$ cat src/rtl/mac_dot_seq.sv
// mac_dot_seq: sequences operand triples through a pipelined MAC and returns the 64-bit sum of all results.
module mac_dot_seq #(
  parameter int LATENCY = 3
) (
  input  logic        CLK,
  input  logic        RST,
  input  logic        start_valid,
  input  logic [15:0] start_len,
  output logic        start_ready,
  input  logic        op_valid,
  input  logic [31:0] op_m1,
  input  logic [31:0] op_m2,
  input  logic [31:0] op_addend,
  output logic        op_ready,
  output logic [31:0] get_values_multiplicand1,
  output logic [31:0] get_values_multiplicand2,
  output logic [31:0] get_values_addend,
  output logic        EN_get_values,
  input  logic        RDY_get_values,
  input  logic [63:0] mac_result,
  input  logic        RDY_mac_result,
  output logic        EN_mac_result,
  output logic [63:0] sum,
  output logic        sum_valid,
  input  logic        sum_ready,
  output logic        busy
);
  localparam int CW = $clog2(LATENCY + 1);
  typedef enum logic [2:0] {IDLE, FETCH, ISSUE, WAIT, DONE} state_t;
  state_t        state_q, state_d;
  logic [63:0]   acc_q, acc_d, cached_q, cached_d;
  logic [95:0]   cur_q, cur_d, last_q, last_d;
  logic [15:0]   rem_q, rem_d;
  logic [CW-1:0] wcnt_q, wcnt_d;
  logic [95:0]   op_in;
  assign op_in = {op_m1, op_m2, op_addend};
  assign {get_values_multiplicand1, get_values_multiplicand2, get_values_addend} = cur_q;
  always_comb begin
    state_d       = state_q;
    acc_d         = acc_q;
    cached_d      = cached_q;
    cur_d         = cur_q;
    last_d        = last_q;
    rem_d         = rem_q;
    wcnt_d        = wcnt_q;
    start_ready   = state_q == IDLE;
    op_ready      = state_q == FETCH;
    EN_get_values = state_q == ISSUE && RDY_get_values;
    // RDY_mac_result alone may reflect the previous issue, so the countdown gates it
    EN_mac_result = state_q == WAIT && wcnt_q <= CW'(1) && RDY_mac_result;
    sum_valid     = state_q == DONE;
    sum           = sum_valid ? acc_q : '0;
    busy          = state_q != IDLE;
    case (state_q)
      IDLE: if (start_valid) begin
        rem_d   = start_len;
        acc_d   = '0;
        state_d = start_len == '0 ? DONE : FETCH;
      end
      FETCH: if (op_valid) begin
        cur_d = op_in;
        if (op_in == last_q) begin
          acc_d   = acc_q + cached_q;
          rem_d   = rem_q - 16'd1;
          state_d = rem_q == 16'd1 ? DONE : FETCH;
        end else
          state_d = ISSUE;
      end
      ISSUE: if (EN_get_values) begin
        last_d  = cur_q;
        wcnt_d  = CW'(LATENCY);
        state_d = WAIT;
      end
      WAIT: begin
        wcnt_d = wcnt_q == '0 ? '0 : wcnt_q - CW'(1);
        if (EN_mac_result) begin
          acc_d    = acc_q + mac_result;
          cached_d = mac_result;
          rem_d    = rem_q - 16'd1;
          state_d  = rem_q == 16'd1 ? DONE : FETCH;
        end
      end
      DONE: state_d = sum_ready ? IDLE : DONE;
      default: state_d = IDLE;
    endcase
  end
  always_ff @(posedge CLK) begin
    if (RST) begin
      state_q  <= IDLE;
      acc_q    <= '0;
      cached_q <= '0;
      cur_q    <= '0;
      last_q   <= '0;
      rem_q    <= '0;
      wcnt_q   <= '0;
    end else begin
      state_q  <= state_d;
      acc_q    <= acc_d;
      cached_q <= cached_d;
      cur_q    <= cur_d;
      last_q   <= last_d;
      rem_q    <= rem_d;
      wcnt_q   <= wcnt_d;
    end
  end
endmodule

$ cat config.mk
export PLATFORM = sky130hd
export DESIGN_NAME = mac_dot_seq
export DESIGN_NICKNAME = d
export VERILOG_FILES = /design/src/rtl/mac_dot_seq.sv
export SDC_FILE = /design/constraint.sdc
export NUM_CORES = 1
export LEC_CHECK = 0
export BUFFER_PORTS_ARGS = -buffer_cell sky130_fd_sc_hd__buf_2
export CELL_PAD_IN_SITES_DETAIL_PLACEMENT = 1
export CELL_PAD_IN_SITES_GLOBAL_PLACEMENT = 1
export CORE_UTILIZATION = 44
export CTS_CLUSTER_DIAMETER = 150
export CTS_CLUSTER_SIZE = 24
export DETAILED_ROUTE_END_ITERATION = 6
export PLACE_DENSITY = 0.87
export SLEW_MARGIN = 10
export SYNTH_ARGS = -nofsm -noshare
export SYNTH_HDL_FRONTEND = slang
export SYNTH_SLANG_ARGS = --single-unit
$ cat constraint.sdc
create_clock -name CLK -period 9.36 [get_ports CLK]
set_input_delay 0.936 -clock CLK [delete_from_list [all_inputs] [get_ports CLK]]
set_output_delay 0.936 -clock CLK [all_outputs]
set_load 0.03 [all_outputs]
==> out/metrics.yaml, run 1 <==
critical_path:
  worstSetupStartpointType: "flop"
  slowest_delay_ps: 1100
  worstPathRequired_ps: 9770
  cp_common_cell: "a21oi_1"
  path_buf_inv: 1
  end_kind: "flop"
  crit_family: "compound AO/OA/AOI/OAI gates"
  crit_path_cell_trace: "nor2b_1, nand2_2, buf_4, mux2_2, ha_1, a21oi_1, o21ai_0, a221o_1, a21oi_1, o21ai_0, o21bai_1, a21oi_1, o21bai_1, xnor2_1, o21ai_1"
  cp_max_fo: 72
  path_class: "reg -> reg"
  worstPathArrival_ps: 6090
  slowest_stage: "dfxtp_2"
die:
  io_pins: 349
  core_area_um2: 40000
  die_h_um: 204
  rows: 73
  die_x_um: 204
  start_util: 0.450
  die_area_um2: 41700
detailed_routing:
  drt_pass1_iterations: 6
  routed-wl-met2_mm: 30.8
  wl_per_cell_um: 20.6
  top_layer: "met5"
  wl_met3_mm: 3.14
  drc: 0
  num_vias: 17500
  ant_nets: 0
  initialDrtViolationCount: 983
  routed_via_density: 5.69
  wl_met1_mm: 27.1
  finalWirelength_mm: 63.5
place:
  port_buffers: 348
  gp_congestion: 0.926
  place_hpwl_mm: 46.5
synth:
  synthTopCellsByArea: "dfxtp_1 (38%), nand2_1 (13%), a21oi_1 (9.6%)"
  synth_cells: 2310
  synth_top_flop_cell: "dfxtp_1"
  yosysSeqAreaShare: 0.380
  synth_top_area_share: 0.380
  syn_area_um2: 18000
  yosys.area.top_type: "dfxtp_1"
  syn_nets: 2573
  ys_seq_elements: 341
  async_flop_share: 0
  ys_warn_count: 0
  synth_edf_count: 0
  syn_avg_cell_area_um2: 7.79
  yosysUniqueCellTypes: 72
min_path:
  hp-class: "reg -> reg"
power:
  p_per_area_nw_per_um2: 187
  total_power_uw: 3810
  p_leak_uw: 0.00894
  ir_worst_vdd_uv: 115
global_route:
  antenna_found_initial: 7
  grt_first_pass_wirelength_mm: 97.8
  grt_pass1_vias: 17900
  grt-ovfl-total: 0
  grt_max_degree: 121
  track_usage: 0.294
cells_and_area:
  fin_nets: 2807
  drive_gt1_frac: 0.189
  syn2layout_area_growth_pct: 13.6
  fill_cells: 5075
clock_network:
  postCtsSetupBuffers: 0
  cts_resized: 0
  h-tree-depth: 1
  clk-insertion-delay-late_ps: 560
  cts_sinks: 341
  cts_root_buf: "clkbuf_16"
  cts_buffers: 18
  cts.path.max_buffers: 3
  cts_hold_buffers: 0
  clkTransAtPathRegs_ps: 110
  cts_tree: "built"
sta:
  rsz0062_at_grt: "false"
  slew_viol_final: 0
  slew_headroom: 0.217
  min_period_ps: 5680
  final_min_period_over_clock_period: 0.607
  report.final.hold_viol_count: 0
  tightestPinTransition_ps: 1170
  fmax_mhz: 176
  skew_ps: 37.9
  setup_viol: 0
  finalSetupTns_ps: 0
outcome:
  outcome: "completed"
job:
  maxCapViolations: 0
[power by group]
part	internal, µW	switching (µW)	leakage, µW
Combinational	363	914	0.00594
Clock	356	514	0.000239
Sequential	1560	104	0.00276
[cells in the mapped netlist, types with 9 or more instances]
| cell type | number |
|---|---|
| buf_1 | 13 |
| a21o_1 | 32 |
| xor2_1 | 91 |
| clkbuf_1 | 115 |
| nor2_1 | 94 |
| and3_1 | 67 |
| ha_1 | 79 |
| nand2_1 | 609 |
| a21oi_1 | 345 |
| a31oi_1 | 12 |
| o21bai_1 | 21 |
| nor4_1 | 26 |
| a211oi_1 | 9 |
| xnor2_1 | 64 |
| nand3_1 | 21 |
| buf_2 | 11 |
| o21ai_1 | 32 |
| dfxtp_1 | 341 |
| inv_1 | 25 |
| a22oi_1 | 36 |
| o21ai_0 | 46 |
| mux2_2 | 63 |
| nor3_1 | 25 |
| nand4_1 | 24 |
[placed cells by master, fill, tap and decap left out, drive strengths merged, types with 11 or more instances in the layout]
cell type and instances:
a211oi 11, a21o 32, a21oi 346, a22oi 36
a31oi 13, and3 68, buf 360, clkbuf 18
dfxtp 341, ha 79, inv 27, mux2 63
nand2 609, nand3 21, nand4 24, nor2 97
nor3 26, nor4 26, o21ai 78, o21bai 21
xnor2 64, xor2 91
[cell type report]
cell class | instances | area (µm²) | area share
diodes | 6 | 15.0 | 0.000735
clock inverters | 2 | 36.3 | 0.00178
repair buffers | 360 | 1840 | 0.0902
inverters | 27 | 108 | 0.00527
clock buffers | 18 | 450 | 0.0221
flip-flops and latches | 341 | 6830 | 0.334
multi-input cells | 1796 | 10500 | 0.514
well taps | 525 | 657 | 0.0322
[cell families (layout without fill, tap and decap cells)]
family | count (synthesis) | count (layout) | synth area share
simple gates | 905 | 905 | 0.215
compound gates | 592 | 592 | 0.194
flops | 341 | 341 | 0.380
buf+inv | 173 | 407 | 0.0394
xor+xnor | 155 | 155 | 0.0755
fa+ha+maj | 80 | 80 | 0.0561
mux | 64 | 64 | 0.0400
other cells | 0 | 6 | 0
[registers in the layout (all words and copies together), names as in the netlist]
name,count
cur_q,96
cached_q,64
rem_q,16
acc_q,64
wcnt_q,2
state_q,3
last_q,96
[through the flow]
stage,cell area (µm²),util,std cells,hold slack (ps),setup WS [ps]
6_report,20400,0.511,3075,460,3680
5_1_grt,20400,0.510,3070,477,3140
4_1_cts,20400,0.510,3069,462,3630
3_5_place_dp,19900,0.498,3049,448,3660
3_3_place_gp,19900,0.498,3049,438,3990
2_1_floorplan,18000,-,2310,433,5230
[worst paths after layout]
check                           slack (ps)                         to                 startpoint  depth (start not counted)
worst max-delay path                  3680     acc_q[57]$_SDFFE_PP0P_    state_q[2]$_SDFFE_PP0P_                         15
worst max register to register        3680     acc_q[57]$_SDFFE_PP0P_    state_q[2]$_SDFFE_PP0P_                         15
worst min-delay path                   460  cached_q[30]$_SDFFE_PP0P_  cached_q[30]$_SDFFE_PP0P_                          2
worst min register to register         460  cached_q[30]$_SDFFE_PP0P_  cached_q[30]$_SDFFE_PP0P_                          2
[tightest hold or removal path, stage by stage, from the launching register on]
cell and delay [ps]:
dfxtp_1 320, nand2_1 50, a21oi_1 50
[routing by layer]
| metal | vias up | GRT usage |
|---|---|---|
| li1 | 8376 | - |
| met1 | 8520 | 0.368 |
| met2 | 460 | 0.510 |
| met3 | 122 | 0.0407 |
| met4 | 8 | 0.108 |
| met5 | - | 0 |
(Power assumes the default switching activity.)
==> inputs of run 2 (changes only) <==
ABC_AREA = 1   (was default)
CORE_UTILIZATION = 39   (was 44)
PLACE_DENSITY = 0.82   (was 0.87)
clock period = 5.4 ns   (was 9.36 ns; I/O delays follow)
==> run 2 against run 1 <==
  * First-iteration DRC count rose by 12%
  * Clock-buffer cell count rose by 1
  * Largest power group unchanged
  * Combinational power rose by 120%
  * Global-route usage fell by 1.6 points
  * Critical path type unchanged
  * Synthesized cell count rose by 53%
  * Highest routed layer unchanged
  * Synthesized area rose by 17%
  * Largest cell class unchanged
  * The flow now finishes with violations (design-rule violations)
  * Fmax rose by 43%
  * Final cell count rose by 46%
  * Core utilization fell by 6.2 points
==> out/metrics.yaml, run 2 <==
outcome:
  outcome: "finished, violations left"
  violations: "design-rule violations"
synth:
  syn_avg_cell_area_um2: 5.95
  yosysSeqAreaShare: 0.325
  synthTopCellsByArea: "dfxtp_1 (32%), nand2_1 (20%), nor2_1 (10%)"
  async_flop_share: 0
  syn_nets: 3796
  synth_top_area_share: 0.325
  synth_edf_count: 0
  synth_top_flop_cell: "dfxtp_1"
  yosysMostFrequentCell: "nand2_1"
  yosysUniqueCellTypes: 38
  yosys.area.top_type: "dfxtp_1"
  synth_common_cells: "nand2_1 (1,093), nor2_1 (565), inv_1 (520)"
  synth_cells: 3533
  syn_area_um2: 21000
  ys_seq_elements: 341
  ys_warn_count: 0
global_route:
  antenna_found_initial: 25
  grt_max_degree: 174
  grt_util_met2: 0.465
  grt.busiest_layer: "met2"
  use_met1: 0.350
  grt_first_pass_wirelength_mm: 120
  grt-ovfl-total: 0
  track_usage: 0.278
  grt_pass1_vias: 22300
  met3_usage: 0.0687
die:
  die_h_um: 234
  start_util: 0.397
  die_area_um2: 54800
  rows: 84
  die_x_um: 234
  core_area_um2: 52900
  io_pins: 349
detailed_routing:
  drt_pass1_iterations: 7
  initialDrtViolationCount: 1101
  ant_nets: 0
  drc: 12
  num_vias: 22400
  routed_via_density: 5.00
  finalWirelength_mm: 77.0
  wl_per_cell_um: 17.2
cells_and_area:
  fill_cells: 7448
  top_regs: "cur_q (96), last_q (96)"
  fin_nets: 4044
  drive_gt1_frac: 0.108
  layout_common_cells: "nand2_1 (1,093), nor2_1 (564), inv_1 (515)"
  layout_commonest_cell: "nand2_1"
  syn2layout_area_growth_pct: 12.8
  stdcell_count: 4478
power:
  switching_share: 0.424
  internal-power_uw: 4390
  p_per_area_nw_per_um2: 322
  seq_power_share: 0.420
  comb_power_share: 0.370
  ir_worst_vdd_uv: 293
  total_power_uw: 7630
  netSwitchingPower_uw: 3230
  clock_power_share: 0.210
  p_leak_uw: 0.0124
sta:
  fmax_mhz: 252
  report.final.hold_viol_count: 0
  slew_headroom: 0.282
  rsz0062_at_grt: "false"
  finalSetupTns_ps: 0
  tightestPinTransition_ps: 1080
  skew_ps: 33.2
  worst_slack_ps: 1420
  final_min_period_over_clock_period: 0.736
  timing.hold.ws_ps: 226
  min_period_ps: 3980
  slew_viol_final: 0
  setup_viol: 0
clock_network:
  cts_buffers: 18
  cts_resized: 0
  cts.path.max_buffers: 3
  postCtsSetupBuffers: 0
  cts_root_buf: "clkbuf_16"
  cts_sinks: 341
  cts_tree: "built"
  clk-insertion-delay-late_ps: 560
  clkTransAtPathRegs_ps: 110
  h-tree-depth: 1
  cts_hold_buffers: 0
place:
  gp_congestion: 0.959
  dp_cells: 4449
  place_ws_ps: 1440
  port_buffers: 348
  place_hpwl_mm: 60.2
critical_path:
  regToRegEndpoint: "acc_q[60]$_SDFFE_PP0P_"
  worstSetupStartpointType: "flop"
  r2r_start: "state_q[2]$_SDFFE_PP0P_"
  end_kind: "flop"
  worstPathRequired_ps: 5830
  cp_max_fo: 33
  crit_path_start: "state_q[2]$_SDFFE_PP0P_"
  reg2reg_slack_ps: 1420
  reg2regPathDepth: 20
  path_class: "reg -> reg"
  worstPathArrival_ps: 4400
min_path:
  hold_depth: 3
  worstHoldStart: "mac_result[39]"
  whs_endpoint: "cached_q[39]$_SDFFE_PP0P_"
  hp-class: "in -> reg"
job:
  maxCapViolations: 0
run 2: cell count changes after synthesis, moves of 31 or more:
cell and delta:
o21ai_1 -31, a21oi_1 -78, mux2_2 -63, a22oi_1 -35, nand2_1 +484, xor2_1 -39, nand3_1 +61, and3_1 -66
inv_1 +495, xnor2_1 -44, a21o_1 -32, nor2_1 +471, o21ai_0 +252
run 2: logic make-up after synthesis:
group,after synthesis,share of synthesized area
adder cells (fa/ha/maj),80,0.0480
XOR/XNOR,72,0.0300
AO/OA/AOI/OAI,587,0.143
AND/OR/NAND/NOR,1794,0.333
buffers and inverters,659,0.121
flip-flops,341,0.325
run 2: per-stage QoR:
step                 util  instance area, µm²
floorplan               -               21000
global placement    0.438               23200
detailed placement  0.438               23200
CTS                 0.448               23700
global route        0.448               23700
finish              0.449               23700
run 2: critical path, stage by stage, from the launching register on:
cell and delay (ps):
dfxtp_1 350, inv_2 80, nand2_2 60, inv_2 70, nand2_4 210, inv_2 530, buf_4 480, nand2_1 110
nand2_1 140, ha_1 320, nand2_1 160, inv_1 60, a21oi_1 240, a21boi_0 260, nand2_1 140, a21oi_1 190
nand3_1 100, nand3_1 90, nor2_1 50, nor2_1 110, nor2_1 40
run 2: power groups by stage:
stage | clock (µW) | combinational, µW | sequential (µW)
after floorplan | 0 | 1680 | 3530
after global placement | 0 | 2770 | 3230
after detailed placement | 0 | 2830 | 3250
after CTS | 1660 | 2840 | 3200
after global routing | 1740 | 3130 | 3250
final | 1600 | 2820 | 3200
run 2: worst max path at each step:
stage                             endpoint  slack (ps)  cells past startpoint
floorplan           acc_q[62]$_SDFFE_PP0P_        2660                     26
global placement    acc_q[60]$_SDFFE_PP0P_        1490                     20
detailed placement  acc_q[60]$_SDFFE_PP0P_        1440                     20
CTS                 acc_q[60]$_SDFFE_PP0P_        1420                     20
global route        acc_q[60]$_SDFFE_PP0P_        1040                     20
finish              acc_q[60]$_SDFFE_PP0P_        1420                     20
run 2: cell type report:
cell class              count  area (µm²)  area share
diodes                      7        17.5    0.000739
clock buffers              19         475      0.0201
clock inverters             3        47.5     0.00201
inverters                 524        1980      0.0834
multi-input cells        2533       11600       0.491
flip-flops and latches    341        6830       0.288
well taps                 688         861      0.0363
repair buffers            363        1870      0.0788
run 2: layer usage:
| layer | vias to the layer above | routed length (µm) |
|---|---|---|
| met2 | 418 | 35400 |
| li1 | 11300 | - |
| met3 | 133 | 5000 |
| met1 | 10500 | 34100 |
| met5 | - | 212 |
| met4 | 34 | 2220 |
